**config.mk**
```make
export PLATFORM = sky130hd
export DESIGN_NAME = muldiv_sequencer
export DESIGN_NICKNAME = d
export VERILOG_FILES = /design/src/rtl/alu_pkg.sv /design/src/rtl/muldiv_sequencer.sv
export SDC_FILE = /design/constraint.sdc
export NUM_CORES = 1
export LEC_CHECK = 0
export BUFFER_PORTS_ARGS = -buffer_cell sky130_fd_sc_hd__buf_2
export CAP_MARGIN = 20
export CORE_MARGIN = 3
export CORE_UTILIZATION = 56
export CTS_CLUSTER_SIZE = 8
export DETAILED_ROUTE_END_ITERATION = 16
export PLACE_DENSITY = 0.79
export SLEW_MARGIN = 0
export SYNTH_ARGS = -nofsm -noshare
export SYNTH_HDL_FRONTEND = slang
export SYNTH_SLANG_ARGS = --single-unit
```
**constraint.sdc**
```tcl
create_clock -name clk -period 3.5 [get_ports clk]
set_input_delay 0.35 -clock clk [delete_from_list [all_inputs] [get_ports clk]]
set_output_delay 0.35 -clock clk [all_outputs]
set_load 0.05 [all_outputs]
```
**src/rtl/alu_pkg.sv**
```systemverilog
// Shared ALU operation codes plus the muldiv sequencer's operation and state types.
package alu_pkg;

    localparam logic [3:0] ALU_AND  = 4'b0000;
    localparam logic [3:0] ALU_OR   = 4'b0001;
    localparam logic [3:0] ALU_ADD  = 4'b0010;
    localparam logic [3:0] ALU_XOR  = 4'b0011;
    localparam logic [3:0] ALU_SLL  = 4'b0100;
    localparam logic [3:0] ALU_SRL  = 4'b0101;
    localparam logic [3:0] ALU_SUB  = 4'b0110;
    localparam logic [3:0] ALU_SRA  = 4'b0111;
    localparam logic [3:0] ALU_SLT  = 4'b1000;
    localparam logic [3:0] ALU_SLTU = 4'b1001;
    localparam logic [3:0] ALU_BEQ  = 4'b1010;
    localparam logic [3:0] ALU_BNE  = 4'b1011;
    localparam logic [3:0] ALU_BLT  = 4'b1100;

    typedef enum logic [1:0] {
        OP_MUL   = 2'b00,
        OP_MULHU = 2'b01,
        OP_DIVU  = 2'b10,
        OP_REMU  = 2'b11
    } muldiv_op_t;

    typedef enum logic [1:0] {
        IDLE = 2'b00,
        RUN  = 2'b01,
        DONE = 2'b10
    } seq_state_t;

endpackage

```
**src/rtl/muldiv_sequencer.sv**
```systemverilog
// Radix-2 unsigned multiply/divide sequencer that borrows the shared ALU for every add/subtract.
// hi/lo double as remainder/quotient during division.
module muldiv_sequencer
    import alu_pkg::*;
#(
    parameter int DATA_WIDTH    = 32,
    parameter int OPCODE_LENGTH = 4
) (
    input  logic                     clk,
    input  logic                     rst_n,
    input  logic                     start,
    input  logic [1:0]               op,
    input  logic [DATA_WIDTH-1:0]    operand_a,
    input  logic [DATA_WIDTH-1:0]    operand_b,
    output logic                     busy,
    output logic                     done,
    output logic [DATA_WIDTH-1:0]    result,
    output logic                     alu_req,
    input  logic                     alu_gnt,
    output logic [DATA_WIDTH-1:0]    alu_src_a,
    output logic [DATA_WIDTH-1:0]    alu_src_b,
    output logic [OPCODE_LENGTH-1:0] alu_operation,
    input  logic [DATA_WIDTH-1:0]    alu_result
);

    localparam logic [5:0] LAST_CNT = 6'(DATA_WIDTH - 1);

    seq_state_t            state_r, state_s;
    muldiv_op_t            op_r, op_s;
    logic [DATA_WIDTH-1:0] hi_r, hi_s;
    logic [DATA_WIDTH-1:0] lo_r, lo_s;
    logic [DATA_WIDTH-1:0] opnd_r, opnd_s;
    logic [5:0]            cnt_r, cnt_s;
    logic [DATA_WIDTH-1:0] result_r, result_s;
    logic [DATA_WIDTH-1:0] sh_s;
    logic                  carry_s;
    logic                  ge_s;
    logic                  is_div_s;

    assign is_div_s = op_r[1];
    assign busy     = (state_r == RUN);
    assign alu_req  = (state_r == RUN);
    assign done     = (state_r == DONE);
    assign result   = result_r;

    // ALU operand steering; outputs rest at zero/AND outside RUN
    always_comb begin
        alu_src_a     = '0;
        alu_src_b     = '0;
        alu_operation = '0;
        sh_s          = {hi_r[DATA_WIDTH-2:0], lo_r[DATA_WIDTH-1]};
        if (state_r == RUN) begin
            if (is_div_s) begin
                alu_src_a     = sh_s;
                alu_src_b     = opnd_r;
                alu_operation = OPCODE_LENGTH'(ALU_SUB);
            end else begin
                alu_src_a     = hi_r;
                alu_src_b     = lo_r[0] ? opnd_r : '0;
                alu_operation = OPCODE_LENGTH'(ALU_ADD);
            end
        end else begin
            alu_src_a     = '0;
            alu_src_b     = '0;
            alu_operation = '0;
        end
        // hi_r[MSB] set means the shifted remainder overflowed W bits, so it always exceeds the divisor
        carry_s = (alu_result < hi_r);
        ge_s    = hi_r[DATA_WIDTH-1] | (sh_s >= opnd_r);
    end

    // Next-state, datapath update and result capture on entry to DONE
    always_comb begin
        state_s  = state_r;
        op_s     = op_r;
        hi_s     = hi_r;
        lo_s     = lo_r;
        opnd_s   = opnd_r;
        cnt_s    = cnt_r;
        result_s = result_r;
        case (state_r)
            IDLE: begin
                if (start) begin
                    op_s   = muldiv_op_t'(op);
                    opnd_s = op[1] ? operand_b : operand_a;
                    cnt_s  = 6'd0;
                    if (op[1] && (operand_b == '0)) begin
                        hi_s    = operand_a;
                        lo_s    = '1;
                        state_s = DONE;
                    end else if (op[1]) begin
                        hi_s    = '0;
                        lo_s    = operand_a;
                        state_s = RUN;
                    end else begin
                        hi_s    = '0;
                        lo_s    = operand_b;
                        state_s = RUN;
                    end
                end else begin
                    state_s = IDLE;
                end
            end
            RUN: begin
                if (alu_gnt) begin
                    if (is_div_s) begin
                        hi_s = ge_s ? alu_result : sh_s;
                        lo_s = {lo_r[DATA_WIDTH-2:0], ge_s};
                    end else begin
                        hi_s = {carry_s, alu_result[DATA_WIDTH-1:1]};
                        lo_s = {alu_result[0], lo_r[DATA_WIDTH-1:1]};
                    end
                    if (cnt_r == LAST_CNT) begin
                        state_s = DONE;
                    end else begin
                        cnt_s = cnt_r + 6'd1;
                    end
                end else begin
                    state_s = RUN;
                end
            end
            DONE:    state_s = IDLE;
            default: state_s = IDLE;
        endcase
        // MUL/DIVU take the low/quotient half, MULHU/REMU the high/remainder half
        if (state_s == DONE) begin
            result_s = op_s[0] ? hi_s : lo_s;
        end else begin
            result_s = result_r;
        end
    end

    // State and datapath registers
    always_ff @(posedge clk or negedge rst_n) begin
        if (!rst_n) begin
            state_r  <= IDLE;
            op_r     <= OP_MUL;
            hi_r     <= '0;
            lo_r     <= '0;
            opnd_r   <= '0;
            cnt_r    <= 6'd0;
            result_r <= '0;
        end else begin
            state_r  <= state_s;
            op_r     <= op_s;
            hi_r     <= hi_s;
            lo_r     <= lo_s;
            opnd_r   <= opnd_s;
            cnt_r    <= cnt_s;
            result_r <= result_s;
        end
    end

endmodule

```
==> impl.org <==
** Outcome
- The flow ran to the end, but the final reports show violations.
- Violations in the final reports :: setup timing

** Setup path
- Depth of the worst register-to-register path :: 10
- Sort of element at the start of the critical path :: flip-flop
- The worst register-to-register path ends at result[17].
- Along the worst path, the maximum fanout reaches 12.
- Slowest stage cell on the critical path :: a22oi_1
- Worst setup startpoint :: hi_r[26]
- At the worst endpoint, the required time is ~3800 ps.
- Class of the most critical setup path :: flip-flop to flip-flop
- Dominant delay contributor by cell family on the critical path :: compound AO/OA/AOI/OAI gates
- WP buf/inv :: 1
- STA classifies the critical path endpoint as a flip-flop.
- Traced cell by cell, the critical path runs through ha_1, a2111oi_0, o21ai_1, a22oi_1, and2_1, buf_4, nand2_1, a21oi_1, a311oi_1, a221o_1.
- The largest single stage delay on the critical path is 500 ps.
- The worst register-to-register path begins at hi_r[26].
- Slack of the worst reg-to-reg path :: -20 ps
- Data arrives at the worst endpoint at 3830 ps.

** STA
- Hold violation total from the final report :: 0
- Timing would allow up to 284.3 MHz.
- Setup-failing EPs final :: 1
- In the post-route analysis, the smallest setup slack over all paths is -17.64 ps.
- Clock skew on the completed layout was measured at 8.144 ps.
- WHS :: 18.52 ps
- Share of the clock period used by the worst path :: 1.005
- Unrepaired setup endpoints after global routing :: false
- Subtracting the final worst setup slack from the clock period gives 3518 ps.
- The number of slew-limit violations in the final report is 0.
- For the pin with the worst max-slew slack, the measured transition is 1069 ps.
- Slew HR :: 0.2846

** Synthesis
- The share of synthesized area in the top cell type comes to 0.3438.
- Yosys cell types :: slightly below 60
- dfrtp_1 takes more of the synthesized area than any other cell.
- In this run the mean area of a mapped cell was 8.772 um^2.
- Counting flops and latches in the post-synthesis netlist gives 138.
- Synthesis produced 1145 cells.
- The Yosys step of the flow raised 0 warnings.
- Sorting the synthesized cells by area gives the leading types as dfrtp_1 34%, mux2i_1 12%, ha_1 8.0%.
- For this run, the register share of the synthesized area comes to 0.3438.
- Number of flops mapped to enable cells by yosys :: 0
- Proportion of register bits with asynchronous set or reset after synthesis :: 1.000
- Cell area after technology mapping :: 10040 um^2
- Leading register cell type out of synthesis :: dfrtp_1

** Cells and area
- Design area :: between 10000 and 15000 um^2
- Number of cells in the finished layout apart from fillers :: 1566
- Util after Layout :: 0.6840
- In the final layout, the share of cells above drive strength 1 is 0.2386.
- In the final layout, the multi-input gates occupy 5894 um^2.
- For this run, the post-layout net count is 1494.
- 0 antenna diodes ended up in the layout.
- Fill cells in the final layout number 1422.
- Sequential cell area in the final layout :: 3457 um^2
- Compared with the post-synthesis result, the final layout area differs by 18.61%.

** Clocking
- CTS HTree Levels :: 4
- Number of sinks driven by the clock tree :: 138
- Clock-pin slew was measured on the worst setup and hold paths at ~60 ps.
- The tree is rooted in a clkbuf_16.
- TritonCTS built the clock tree.
- The longest clock path from root to sink contains 2 buffers.
- Number of clock buffers inserted by TritonCTS :: 17
- Count of hold-fix buffers inserted at cts :: 0
- Count of instances resized after the clock tree is built :: 0
- Buffer count from post-CTS setup fixing :: 0
- Worst-Skew Late Latency :: 440 ps

** Power
- Max rail drop VDD :: 0.0009325 V
- Static Leak :: 5.796 nW
- Pwr Total :: ~15 mW
- For this design the ratio of total power to cell area is 1218 nW/um^2.

** Global routing
- The first global-routing pass estimated around 59000 um of wire.
- Across every metal layer, demand over resource in global routing totals 0.3906.
- The initial antenna violation count is 0.
- Number of global-route vias before repair :: 9894
- Gr ovfl total :: 0
- Largest net degree at the start of global routing :: 100

** Detailed routing
- First-pass iteration count of the detailed router :: 7
- Number of antenna-violating nets in the routed design :: 0
- Post-DR wirelength/cell :: roughly 25 um
- For this run, design rule violations remaining after detail routing come to 0.
- Total wire length after detailed routing :: 39340 um
- After detailed routing, the number of vias per cell comes to a little under 7.
- The detailed router finished its first iteration with approximately 1700 violations.
- Routed via count :: 10660

** Placed design
- Dpl cell area :: 11330 um^2
- Final Wtd Congestion :: 1.022
- HPWL after DPL :: 28960 um
- Counting tap cells, the placed design contains a total of 1533 instances.
- I/O Buffers :: 202

** Die
- The die covers 19580 um^2.
- The die is 139.9 um tall.
- For this configuration, the core starts out at a cell density of 0.5767.
- Core area :: 17420 um^2
- Number of placed I/O pins :: 205
- Measured along the x axis, the die boundary spans 139.9 um.
- After floorplanning, the core was divided into 48 placement rows.

** Hold path
- Worst hold path class :: input port to async pin

** Flow run
- Max cap viols :: 0
## routing by layer
metal,share of wire,track usage,up-vias
li1,-,-,4600
met1,0.39,0.5465,4964
met2,0.41,0.5460,955
met3,0.17,0.1700,143
met4,0.039,0.1254,0
met5,0,0,-
## Yosys cell counts (6+ instances only)
| cell | n |
|---|---|
| and3_1 | 7 |
| o22ai_1 | 26 |
| o22a_1 | 28 |
| or2_2 | 6 |
| inv_1 | 69 |
| buf_2 | 26 |
| a221o_1 | 23 |
| a31oi_1 | 24 |
| nand4_1 | 10 |
| a22oi_1 | 27 |
| nor2_1 | 65 |
| nor4_1 | 7 |
| o21a_1 | 18 |
| mux2_2 | 8 |
| o21ai_1 | 10 |
| mux2i_1 | 122 |
| ha_1 | 64 |
| buf_4 | 11 |
| a31o_2 | 9 |
| o21ai_0 | 93 |
| clkbuf_1 | 45 |
| nand3_1 | 21 |
| nand2_1 | 112 |
| o221ai_1 | 14 |
| a21oi_1 | 53 |
| nor3_1 | 42 |
| a21o_1 | 8 |
| dfrtp_1 | 138 |
| a211o_1 | 7 |
## cells in the final DEF, fill, tap and decap left out, types with 14 or more instances in the layout
master	count
a221o_1	23
nor2_1	64
buf_4	46
o221ai_1	14
dfrtp_1	137
a22oi_1	27
o22a_1	28
mux2i_1	122
clkbuf_16	17
o21ai_0	92
o22ai_1	26
buf_2	200
o21a_1	18
nand2_1	112
a21oi_1	53
ha_1	64
inv_1	69
nand3_1	21
a31oi_1	24
nor3_1	42
## state kept, by name, summed over array words and instances, names as in the netlist
name     count
lo_r        32
cnt_r        6
result      32
op_r         2
state_r      2
hi_r        32
opnd_r      32
## through the flow
| step | setup WS (ps) | TNS [ps] |
|---|---|---|
| after floorplan | 504.3 | 0 |
| after global placement | 360.9 | 0 |
| after detailed placement | 247.7 | 0 |
| after CTS | 183.7 | 0 |
| after global routing | 11.97 | 0 |
| final | -17.64 | -17.64 |
## cell families (layout without fill, tap and decap cells)
group,Yosys count,count (layout),share of synthesized area
compound gates,361,361,0.2427
simple gates,289,289,0.1297
buf+inv,159,354,0.07051
flops,138,138,0.3438
mux,130,130,0.1306
fa+ha+maj,64,64,0.07973
xor+xnor,3,3,0.002617
other cells,1,2,0.0003734
## worst max path at each step
stage | depth (start not counted) | to
floorplan | 7 | alu_src_b[10]
detailed placement | 10 | result[17]
finish | 10 | result[17]
global placement | 10 | result[17]
CTS | 10 | result[17]
global route | 10 | result[13]
## worst register-to-register path: cells and delay by family (launching register included)
| kind | cells | cell delay, ps |
|---|---|---|
| AND/OR/NAND/NOR | 2 | 450 |
| flip-flops | 1 | 490 |
| buffers and inverters | 1 | 210 |
| adder cells (fa/ha/maj) | 1 | 350 |
| AO/OA/AOI/OAI | 6 | 1920 |
## report_power, final
| group | switching, mW | internal, mW | total, mW |
|---|---|---|---|
| clock | 0.787 | 0.989 | 1.78 |
| sequential | 0.910 | 2.32 | 3.23 |
| combinational | 6.52 | 2.98 | 9.50 |
## cell type report
class                           instances  area share
Sequential cell                       138      0.2902
Multi-Input combinational cell        849      0.4948
Inverter                               70     0.02206
Clock buffer                           17     0.03571
Clock inverter                         15     0.01197
Timing Repair Buffer                  252      0.1216
Tap cell                              225     0.02363
No activity file was read; power rests on OpenSTA's default activity.
